$ cat src/rtl/rsa_const_gen.sv
// rtl/rsa_const_gen.sv - Montgomery constant Const = 2^(2*WIDTH) mod P by repeated modular doubling
// Optional modulus check (even P or P < 3 flagged on err) enabled by defining RSA_CONST_GEN_CHECK_EN.
module rsa_const_gen #(
  parameter int WIDTH = 8
) (
  input  logic             clk,
  input  logic             rst,
  input  logic             ena,
  input  logic             start,
  input  logic             abort,
  input  logic [WIDTH-1:0] P,
  output logic             busy,
  output logic             done,
  output logic             err,
  output logic [WIDTH-1:0] Const
);

  localparam int            CW   = $clog2(2 * WIDTH);
  localparam logic [CW-1:0] LAST = CW'(2 * WIDTH - 1);

  typedef enum logic [1:0] {
    IDLE = 2'd0,
    CALC = 2'd1,
    DONE = 2'd2
  } state_t;

  state_t           state_q, state_d;
  logic [WIDTH-1:0] p_q, p_d;
  logic [WIDTH-1:0] x_q, x_d;
  logic [WIDTH-1:0] const_q, const_d;
  logic [CW-1:0]    cnt_q, cnt_d;
  logic             err_q, err_d;
  logic [WIDTH:0]   t, t_sub;
  logic             bad_p;
  logic             wr;

  // x stays below p_q, so only the doubled value needs the extra bit
  assign t     = {x_q, 1'b0};
  assign t_sub = t - {1'b0, p_q};

`ifdef RSA_CONST_GEN_CHECK_EN
  assign bad_p = !P[0] || (P < WIDTH'(3));
`else
  assign bad_p = 1'b0;
`endif

  always_comb begin
    state_d = state_q;
    p_d     = p_q;
    x_d     = x_q;
    cnt_d   = cnt_q;
    err_d   = err_q;
    done    = 1'b0;
    if (ena) begin
      case (state_q)
        IDLE: begin
          if (start && !abort) begin
            p_d     = P;
            x_d     = '0;
            x_d[0]  = (P > WIDTH'(1));
            cnt_d   = '0;
            err_d   = bad_p;
            state_d = bad_p ? DONE : CALC;
          end
        end
        CALC: begin
          if (abort) begin
            state_d = IDLE;
          end else begin
            x_d   = (t >= {1'b0, p_q}) ? t_sub[WIDTH-1:0] : t[WIDTH-1:0];
            cnt_d = cnt_q + 1'b1;
            if (cnt_q == LAST) state_d = DONE;
          end
        end
        DONE: begin
          state_d = IDLE;
          done    = !abort;
        end
        default: state_d = IDLE;
      endcase
    end
  end

  // The new result is shown in the DONE cycle itself; an invalid modulus never overwrites it
  assign wr      = done && !err_q;
  assign const_d = wr ? x_q : const_q;

  always_ff @(posedge clk or posedge rst) begin
    if (rst) begin
      state_q <= IDLE;
      p_q     <= '0;
      x_q     <= '0;
      cnt_q   <= '0;
      err_q   <= 1'b0;
      const_q <= '0;
    end else begin
      state_q <= state_d;
      p_q     <= p_d;
      x_q     <= x_d;
      cnt_q   <= cnt_d;
      err_q   <= err_d;
      const_q <= const_d;
    end
  end

  assign busy  = (state_q != IDLE);
  assign err   = err_q;
  assign Const = wr ? x_q : const_q;

endmodule
$ cat config.mk
export PLATFORM = sky130hd
export DESIGN_NAME = rsa_const_gen
export DESIGN_NICKNAME = d
export VERILOG_FILES = /design/src/rtl/rsa_const_gen.sv
export SDC_FILE = /design/constraint.sdc
export NUM_CORES = 1
export LEC_CHECK = 0
export CAP_MARGIN = 20
export CORE_ASPECT_RATIO = 1.5
export CORE_MARGIN = 4
export CORE_UTILIZATION = 45
export DETAILED_ROUTE_END_ITERATION = 10
export PLACE_DENSITY = 0.65
export RECOVER_POWER = 25
export SYNTH_ARGS = -nofsm -noshare
export SYNTH_HDL_FRONTEND = slang
export SYNTH_SLANG_ARGS = --single-unit
$ cat constraint.sdc
create_clock -name clk -period 3.3 [get_ports clk]
set_input_delay 0.825 -clock clk [delete_from_list [all_inputs] [get_ports clk]]
set_output_delay 0.825 -clock clk [all_outputs]
set_load 0.02 [all_outputs]
* After elaboration in Yosys (flattened, before gate mapping)
Index checks and enable logic that the tools add are counted.
** Operators by class
- Add/subtract/negate cells :: 2
- $lt $le $gt $ge :: 2
- Equality and inequality tests :: 6
- Multiplexer cells :: 14
- Reduce and logical (&&, ||, !) cells :: 8
** Operators by type and width (number)
- two-way mux 8 bit :: 4
- case mux 8 bit (2 select lines) :: 1
- greater-or-equal comparator 9 x 8 -> 1 bit :: 1
- greater-than comparator 8 x 1 -> 1 bit, second input constant :: 1
- two-way mux 4 bit :: 2
- case mux 4 bit (2 select lines) :: 1
- subtractor 8 bit :: 1
- two-way mux 2 bit :: 3
- AND reduction 3 bit :: 2
- adder 4 x 1 -> 4 bit, second input constant :: 1
- equality test 4 bit, second input constant :: 1
- != test 2 bit, second input constant :: 2
- case mux 2 bit (2 select lines) :: 1
- AND reduction 4 bit :: 1
- nonzero test 2 bit :: 2
- != test 3 bit, second input constant :: 1
- equality test 2 x 1 -> 1 bit, second input constant :: 1
- equality test 2 bit, second input constant :: 1
- zero test 2 bit :: 1
- two-way mux 1 bit :: 2
- logical AND 1 bit :: 1
- zero test 1 bit :: 1
** Storage, ports and cells
- Bits in registers :: 30
- Input port bits :: 13
- Logic and storage cells :: 37

* Logic depth before layout (Yosys ltp)
Gate-level depths: netlist of the first run.
- Depth after elaboration :: 4
- Mapped depth :: 9
- Depth with buffers taken out :: 7

* Least setup slack after synthesis of the first run
OpenSTA, ideal clock, no wires.
- Path kind :: input -> output
- Start :: input port abort
- End :: output port Const[0]
- Arrival :: 2.084 ns
- Required time :: 2.475 ns
- Setup slack :: 0.391 ns
- Cell stages on the path :: 3
- Cell sequence :: nand2b_1 -> nor3_2 -> mux2_2
** Between the ends
- Longest elaborated chain between the ends :: 4
** RTL lines
- start, declared :: RTL line 10 : input logic abort,
- zero test 1 bit :: RTL line 77 : done = !abort;
- two-way mux 1 bit :: RTL line 55 : case (state_q)
- two-way mux 1 bit :: RTL line 54 : if (ena) begin
- named net done :: RTL line 13 : output logic done,
- two-way mux 8 bit :: RTL line 108 : assign Const = wr ? x_q : const_q;
- end, declared :: RTL line 15 : output logic [WIDTH-1:0] Const
The timed path passes the listed nets, and every way through them passes these cells.

* Worst setup path after layout of the first run
- Start :: input port abort
- End :: output port Const[0]
** Between the ends
- Longest elaborated chain between the ends :: 4
** RTL lines (RTL line)
- zero test 1 bit :: 77
- two-way mux 1 bit :: 55
- two-way mux 1 bit :: 54
- two-way mux 8 bit :: 108
Every way passes these cells.

==> results of run 1 <==
what timing repair did:
action                     in CTS  in global routing
pin swaps                       0                  0
resized for setup               8                  1
setup endpoints to repair       8                  6
setup buffers                   0                  0
area by class of cell:
| cell class | count | share of cell area (%) |
|---|---|---|
| clock buffers | 7 | 4.132 |
| clock inverters | 1 | 0.2395 |
| inverters | 14 | 2.515 |
| multi-input cells | 132 | 42.40 |
| flip-flops and latches | 30 | 35.93 |
| well taps | 43 | 2.575 |
| repair buffers | 28 | 12.22 |
layer usage:
layer	global-route usage [%]	vias to the layer above	wire length, µm
li1	-	699	-
met1	20.10	677	1542
met2	30.08	16	2109
met3	3.251	7	95
met4	7.010	0	70
met5	0	-	0
path summary, 6_finish.rpt:
| path | from | endpoint | slack [ns] |
|---|---|---|---|
| max in group asynchronous | rst | p_q[0]$_DFFE_PP0P_ | 0.87 |
| hold reg to reg | const_q[7]$_DFF_PP0_ | const_q[7]$_DFF_PP0_ | 0.49 |
| setup reg to reg | x_q[3]$_DFFE_PP0P_ | x_q[1]$_DFFE_PP0P_ | 1.18 |
| setup / recovery | abort | Const[0] | 0.08 |
| min in group asynchronous | rst | state_q[0]$_DFFE_PP0P_ | 1.53 |
| hold / removal | const_q[7]$_DFF_PP0_ | const_q[7]$_DFF_PP0_ | 0.49 |
Yosys cell counts, types with 2 or more instances:
cell type / number / area [µm²]
sky130_fd_sc_hd__o211ai_1: 7 / 52.55
sky130_fd_sc_hd__nand3_1: 5 / 25.02
sky130_fd_sc_hd__a21o_1: 2 / 15.01
sky130_fd_sc_hd__a21oi_1: 6 / 30.03
sky130_fd_sc_hd__o31ai_1: 2 / 15.01
sky130_fd_sc_hd__a21oi_2: 3 / 26.28
sky130_fd_sc_hd__or3_1: 4 / 25.02
sky130_fd_sc_hd__nor4_1: 2 / 12.51
sky130_fd_sc_hd__buf_2: 2 / 10.01
sky130_fd_sc_hd__clkbuf_1: 2 / 7.510
sky130_fd_sc_hd__nand2_1: 29 / 108.9
sky130_fd_sc_hd__buf_6: 2 / 22.52
sky130_fd_sc_hd__ha_1: 9 / 112.6
sky130_fd_sc_hd__a221oi_1: 2 / 17.52
sky130_fd_sc_hd__inv_1: 14 / 52.55
sky130_fd_sc_hd__xor2_1: 2 / 17.52
sky130_fd_sc_hd__xnor2_1: 2 / 17.52
sky130_fd_sc_hd__dfrtp_1: 30 / 750.7
sky130_fd_sc_hd__nand2b_1: 5 / 31.28
sky130_fd_sc_hd__o21ai_0: 14 / 70.07
sky130_fd_sc_hd__nor2_1: 9 / 33.78
sky130_fd_sc_hd__mux2_2: 8 / 90.09
cell families (layout without fill, tap and decap cells):
group                      after synthesis  in the layout  synth area share [%]
and+or+nand+nor                         63             63                 17.94
AOI/OAI and AO/OA                       46             46                 18.01
DFF                                     30             30                 43.23
buffers and inverters                   21             50                 5.764
adders and majority gates               10             10                 7.637
muxes                                    8              8                 5.188
xor gates and xnor gates                 4              4                 2.018
other                                    1              1                0.2159
flip-flops by register name, summed over array words and instances, names as in the netlist:
register  flops
p_q           8
const_q       8
x_q           8
state_q       2
cnt_q         4
worst max-delay path, delay by kind of cell:
family / cells / cell delay [ns]
buf+inv: 3 / 0.91
mux: 1 / 0.35
simple gates: 2 / 0.31
power groups by stage:
stage	clock, mW	sequential (mW)	combinational (mW)
3_3_place_gp	0	0.539	0.728
5_1_grt	0.331	0.545	0.837
3_5_place_dp	0	0.540	0.744
6_report	0.304	0.532	0.742
4_1_cts	0.307	0.534	0.746
2_1_floorplan	0	0.509	0.641
==> out/results.txt, run 1 <==
For this design the ratio of total power to cell area is 755.2 mW/mm². The floorplan has 27 rows. During placement, the flow inserted port buffers numbering 22.

The worst register-to-register path has a depth of 6. The count of flip-flops with a built-in enable after synthesis was 0; the aggregate negative setup slack was 0 ns. Cells with a size suffix above 1 make up 13.68% of the layout. Most common cell after layout, fill and taps aside: sky130_fd_sc_hd__dfrtp_1. Net switching is 41.14% of the power. The worst setup path is captured at a primary output. Buffers inserted during clock tree synthesis total 5. In this run the static leakage power is 0.9728 nW.

The number of different library cells used by synthesis comes to 44. For the initial standard-cell utilization of the core, the log shows 47.16%. For the finished layout, the period the worst path requires is 3.220 ns. In this run the number of H-tree levels came out at 2. The run gives 310.6 MHz as the highest clock frequency the design can meet. After detailed placement, the total cell area comes to 0.002008 mm². For this design the total switching power over the nets is 0.6491 mW. The signal on the critical path passes through clkdlybuf4s50_1 > nand2b_1 > nor3_2 > buf_6 > mux2_2 > dlygate4sd2_1. The run gives 3818 µm as the sum of routed wire length over all layers.

The run gives 2.47 ns as the required time of the critical path. At the placement stage, the worst setup path has a slack of -0.1541 ns. STA classifies the critical path startpoint as an input pin.

In the final layout, flip-flops and latches occupy 750.7 µm². The slowest stage of the critical path belongs to the cell sky130_fd_sc_hd__clkdlybuf4s50_1. The final total power was 1.578 mW; the final-layout fill cell count was 340. The net count of the mapped netlist came out at 206.

Clock-pin slew was measured on the worst setup and hold paths at 0.06 ns. The tightest hold path in the finished design has a slack of 0.4943 ns. Summing every instance area after synthesis gives 0.001737 mm².

TritonCTS built the clock tree. The final worst-path setup slack was 0.08024 ns. The final reports fail on max-capacitance violations, max-slew violations.

Once detail routing completed, the nets flagged for antenna violations numbered 0. The repair_antennas step left the layout with diodes totalling 0. Measured against its own limit, the worst slew margin works out to -3.218%. The logs give 1399 for the via total after detailed routing and 24 for the number of primary I/O pins. The tools report the final hold violation count as 0. In the routed design, unresolved DRC markers number 0.

Multi-input gate area in the final layout: 885.9 µm². Counting every instance in the synthesized netlist gives 183. Async set-or-reset flop fraction in the synthesized netlist: 100.0%. In this run the deepest clock path goes through 2 buffers. The die span in y was 84.09 µm. Setup repair after global routing left no endpoint under its margin.

The tools report the clock sink count as 30. In this run, synthesis produced a sequential element count of 30. Of the total power, registers draw 33.7%. The final setup violation count was 0. The cell count of the worst hold path was 1; the worst-margin pin slew was 1.548 ns. The worst stage delay on the critical path is 0.42 ns, and the aggregate global-route resource usage is 17.31%.

First-pass iteration count of the detailed router: 4. The ratio of final minimum period to clock period was 97.57%. The classification of the worst-slack hold path is register to register. The die covers 0.004938 mm². In this run, placement finished with an instance count of 247. A synthesized cell averages 9.490 µm². The number of vias per cell is 5.486, and the first-iteration detailed-routing DRC count is 55. The cell-internal power is 0.9288 mW. The post-route standard cell area excluding fillers is 0.002090 mm², and the maximum number of pins on one net before global-route repair is 31. After the last flow step, the layout net total stands at 234. The start-to-end type of the worst setup path is input pin to primary output. The number of pins with negative max-slew slack in the final report is 31. The dominant synthesized flop cell is sky130_fd_sc_hd__dfrtp_1. Compared with the post-synthesis result, the final layout area differs by 20.32%. The flow ran to the end, but the final reports show violations. The total of warnings raised by yosys was 0. The tree is rooted in a sky130_fd_sc_hd__clkbuf_8. The tools report the count of hold-fix buffers inserted at cts as 0. The number of global-route vias before repair was 1411; the total grt overflow was 0. In the layout the commonest cells are sky130_fd_sc_hd__dfrtp_1 (30), sky130_fd_sc_hd__nand2_1 (29), sky130_fd_sc_hd__inv_1 (14), sky130_fd_sc_hd__o21ai_0 (14), sky130_fd_sc_hd__clkdlybuf4s50_1 (13).

The logs give 6486 µm for the wire length of the first global-routing pass and 47.0% for the combinational cell fraction of total power. The data arrival time of the critical path is 2.39 ns, and the worst voltage drop across the vdd grid is 0.5391 mV. The run gives 2985 µm as the sum of net half-perimeters after detailed placement.

The number of standard cells in the layout, taps in and fillers out came out at 255. The tools report the max-cap violation count as 1. The logs give 56.74% for the final cell utilization of the core and 0.006279 ns for the largest clock skew in the final design. Of all nets on the critical path, the largest fanout is 9. The total area inside the core boundary comes to 0.003682 mm². The wire length per cell after detailed routing is 14.97 µm.

The clock network is responsible for 19.3% of the overall power. Summing the sequential cell areas from Yosys gives 43.23% of the chip area. Measured along the x axis, the die boundary spans 58.73 µm. The logs give 0.28 ns for the later-pin clock latency in the skew report and 0 for the initial antenna violation count. The tools report the weighted congestion reported at the end of routability-driven placement as 0.9154.
No activity file was read; power rests on OpenSTA's default activity.
==> inputs of run 2 (changes only) <==
--- a/config.mk
+++ b/config.mk
@@ -9,6 +9,7 @@
 export CORE_ASPECT_RATIO = 1.5
 export CORE_MARGIN = 4
 export CORE_UTILIZATION = 45
+export CTS_BUF_LIST = sky130_fd_sc_hd__clkbuf_16
 export DETAILED_ROUTE_END_ITERATION = 10
 export PLACE_DENSITY = 0.65
 export RECOVER_POWER = 25
==> out/results.txt, run 2 (same netlist as run 1, synthesis figures left out) <==
The worst hold slack came out at 0.4910 ns (-0.003339 ns). The wire length per cell after detailed routing works out to 15.18 µm (+1.4%). The tools report the aggregate global-route resource usage as 17.40% (+0.093 points). The remaining max-slew budget at the tightest pin is -3.751% (-0.53 points). The final-layout fill cell count came out at 342 (+0.59%). The logs give 0.004938 mm² (unchanged) for the die outline area and 750.7 µm² (unchanged) for the register area. The clock power share is 24.7% (+5.4 points), and the total core area is 0.003682 mm² (unchanged). The run gives 0 (unchanged) as the initial antenna violation count. The number of global-route vias before repair was 1447 (+2.6%). The tools report the final worst-path setup slack as 0.08393 ns (+0.003687 ns). TritonCTS built the clock tree.

The number of nets in the finished design is 234 (unchanged). The startpoint class of the critical path was an input pin. The run gives 4 (unchanged) as the first-pass iteration count of the detailed router. The flow ran to the end, but the final reports show violations.

The later-pin clock latency in the skew report came out at 0.27 ns (about the same). Power per cell area: 793.6 mW/mm² (+5.1%). The number of pins with negative max-slew slack in the final report is 31 (unchanged), and the worst voltage drop across the vdd grid is 0.4536 mV (-16%). The clock sink count was 30 (unchanged); the minimum setup slack after placement was -0.1541 ns (unchanged). The H-tree level count is 2 (unchanged), and the standby leakage power is 0.9934 nW (+2.1%). The tools report the first-iteration detailed-routing DRC count as 71 (+29%). The run gives 0 (unchanged) as the final antenna diode count. The critical path is of the input pin to primary output type.

The row count was 27 (unchanged). The switching power total was 0.6627 mW (+2.1%). The classification of the worst-slack hold path was register to register. The count of buffer and inverter cells on the critical path works out to 3 (unchanged). Max-cap violation count: 1 (unchanged). The number of buffers between clock root and the deepest sink was 2 (unchanged); the fraction of power spent switching nets was 39.08% (-2.1 points).

Largest clock skew in the final design: 0.004546 ns (-0.001733 ns). The shortest period the worst path allows was 3.216 ns (-0.003687 ns). The logs give 1.696 mW (+7.5%) for the final total power and 31 (unchanged) for the maximum number of pins on one net before global-route repair. The required time of the critical path was 2.47 ns (about the same); the width of the die was 58.73 µm (unchanged). The CTS root buffer is sky130_fd_sc_hd__clkbuf_16. The sum of routed wire length over all layers is 3871 µm (+1.4%).

The die span in y was 84.09 µm (unchanged). The data arrival time of the critical path came out at 2.39 ns (about the same). The maximum fanout along the worst path was 9 (unchanged); the number of primary I/O pins was 24 (unchanged). Ratio of final minimum period to clock period: 97.46% (-0.11 points). The library cell used most frequently in the layout, excluding fill and tap cells, is sky130_fd_sc_hd__dfrtp_1. The worst-margin pin slew works out to 1.556 ns (+0.007983 ns).

For the final setup violation count, the log shows 0 (unchanged). Broken down by cell family, the worst path's largest delay share belongs to buffers and inverters. Setup repair after global routing left no endpoint under its margin. The worst stage delay on the critical path was 0.42 ns (about the same).

The slowest stage of the critical path belongs to the cell sky130_fd_sc_hd__clkdlybuf4s50_1. In the final layout, the registers with the most flip-flops are const_q (8), p_q (8), x_q (8). Weighted congestion reported at the end of routability-driven placement: 0.9154 (unchanged).

The run gives 1.033 mW (+11%) as the cell-internal power. For the combinational cell fraction of total power, the log shows 43.8% (-3.2 points). The post-CTS repair timing setup buffer count was 0 (unchanged); the area growth from synthesis to layout was 23.05%. The run gives 0 (unchanged) as the final hold violation count.

The wire length of the first global-routing pass is 6555 µm (+1.1%). For the number of buffers inserted during clock tree synthesis, the log shows 5 (unchanged). Number of vias per cell: 5.486 (unchanged). The run gives 310.9 MHz (+0.11%) as the highest clock frequency the design can meet. Traced cell by cell, the critical path runs through clkdlybuf4s50_1 > nand2b_1 > nor3_2 > buf_6 > mux2_2 > dlygate4sd2_1. The count of hold-fix buffers inserted at cts is 0 (unchanged), and the fraction of final layout cells with drive strength greater than 1 is 13.21% (-0.47 points). Kind of capture point of the worst setup path: a primary output. The checks that failed: max-capacitance violations, max-slew violations.

Leaving out fill and tap cells, the most frequent cells in the layout are sky130_fd_sc_hd__dfrtp_1 (30), sky130_fd_sc_hd__nand2_1 (29), sky130_fd_sc_hd__inv_1 (15). The clock transition at the registers of the reported paths came out at 0.05 ns (about the same). The DRC violation count after routing came out at 0 (unchanged).

The post-route antenna net violation count is 0 (unchanged). For the multi-input gate area in the final layout, the log shows 885.9 µm² (unchanged). Sum of net half-perimeters after detailed placement: 2985 µm (unchanged).

The tools report the via total after detailed routing as 1399 (unchanged). The total grt overflow was 0 (unchanged). The number of port buffers was 22 (unchanged).

Sequential share of power: 31.5% (-2.2 points). Initial standard-cell utilization of the core: 47.16% (unchanged).
[run 2: changes by cell type in the layout (fill, tap and decap cells not counted)]
cell	before	now
sky130_fd_sc_hd__inv_1	14	15
sky130_fd_sc_hd__clkbuf_16	0	5
sky130_fd_sc_hd__dlygate4sd2_1	8	7
sky130_fd_sc_hd__clkinv_1	0	1
sky130_fd_sc_hd__clkdlybuf4s15_1	0	1
sky130_fd_sc_hd__clkbuf_1	2	1
sky130_fd_sc_hd__clkbuf_8	6	0
[run 2: worst reg2reg max path, stage by stage, from the launching register on]
cell,delay [ns]
sky130_fd_sc_hd__dfrtp_1,0.41
sky130_fd_sc_hd__ha_1,0.43
sky130_fd_sc_hd__o211ai_1,0.15
sky130_fd_sc_hd__a21o_1,0.20
sky130_fd_sc_hd__a21oi_2,0.33
sky130_fd_sc_hd__or2_1,0.32
sky130_fd_sc_hd__o211ai_1,0.14
[run 2: path summary, 6_finish.rpt]
check | from | end | slack [ns] | depth (start not counted)
max in group asynchronous | rst | p_q[3]$_DFFE_PP0P_ | 0.85 | 3
max | abort | Const[0] | 0.08 | 6
min reg2reg | const_q[7]$_DFF_PP0_ | const_q[7]$_DFF_PP0_ | 0.49 | 1
min | const_q[7]$_DFF_PP0_ | const_q[7]$_DFF_PP0_ | 0.49 | 1
min in group asynchronous | rst | state_q[0]$_DFFE_PP0P_ | 1.54 | 3
max reg2reg | x_q[3]$_DFFE_PP0P_ | x_q[2]$_DFFE_PP0P_ | 1.18 | 6
[run 2: layer usage]
metal	global-route usage, %	routed length, µm	vias to the layer above
li1	-	-	700
met1	19.61	1562	681
met2	31.19	2173	13
met3	3.251	86	5
met4	6.392	48	0
met5	0	0	-
[run 2: timing repair]
item,in CTS,in global routing
pin swaps,0,0
setup endpoints to repair,8,4
resized for setup,8,2
[run 2: final cells by class]
cell class | instances | share of cell area [%]
multi-input combinational | 132 | 41.45
clock inverter | 3 | 0.5855
timing repair buffer | 28 | 12.00
inverter | 14 | 2.459
clock buffer | 5 | 5.855
tap | 43 | 2.518
sequential | 30 | 35.13
[run 2: per-stage QoR]
step,instance area [µm²],cells,util (%),setup TNS [ns]
CTS,2136,255,58.00,0
floorplan,1737,183,-,0
detailed placement,2008,247,54.54,-1.147
global placement,2008,247,54.54,-0.9607
global route,2137,255,58.04,0
finish,2137,255,58.04,0
[run 2: power by group through the flow]
| stage | Clock [mW] | Sequential (mW) | Combinational, mW |
|---|---|---|---|
| after floorplan | 0 | 0.509 | 0.641 |
| after global placement | 0 | 0.539 | 0.728 |
| after detailed placement | 0 | 0.540 | 0.744 |
| after CTS | 0.428 | 0.535 | 0.746 |
| after global routing | 0.449 | 0.546 | 0.837 |
| final | 0.419 | 0.535 | 0.742 |
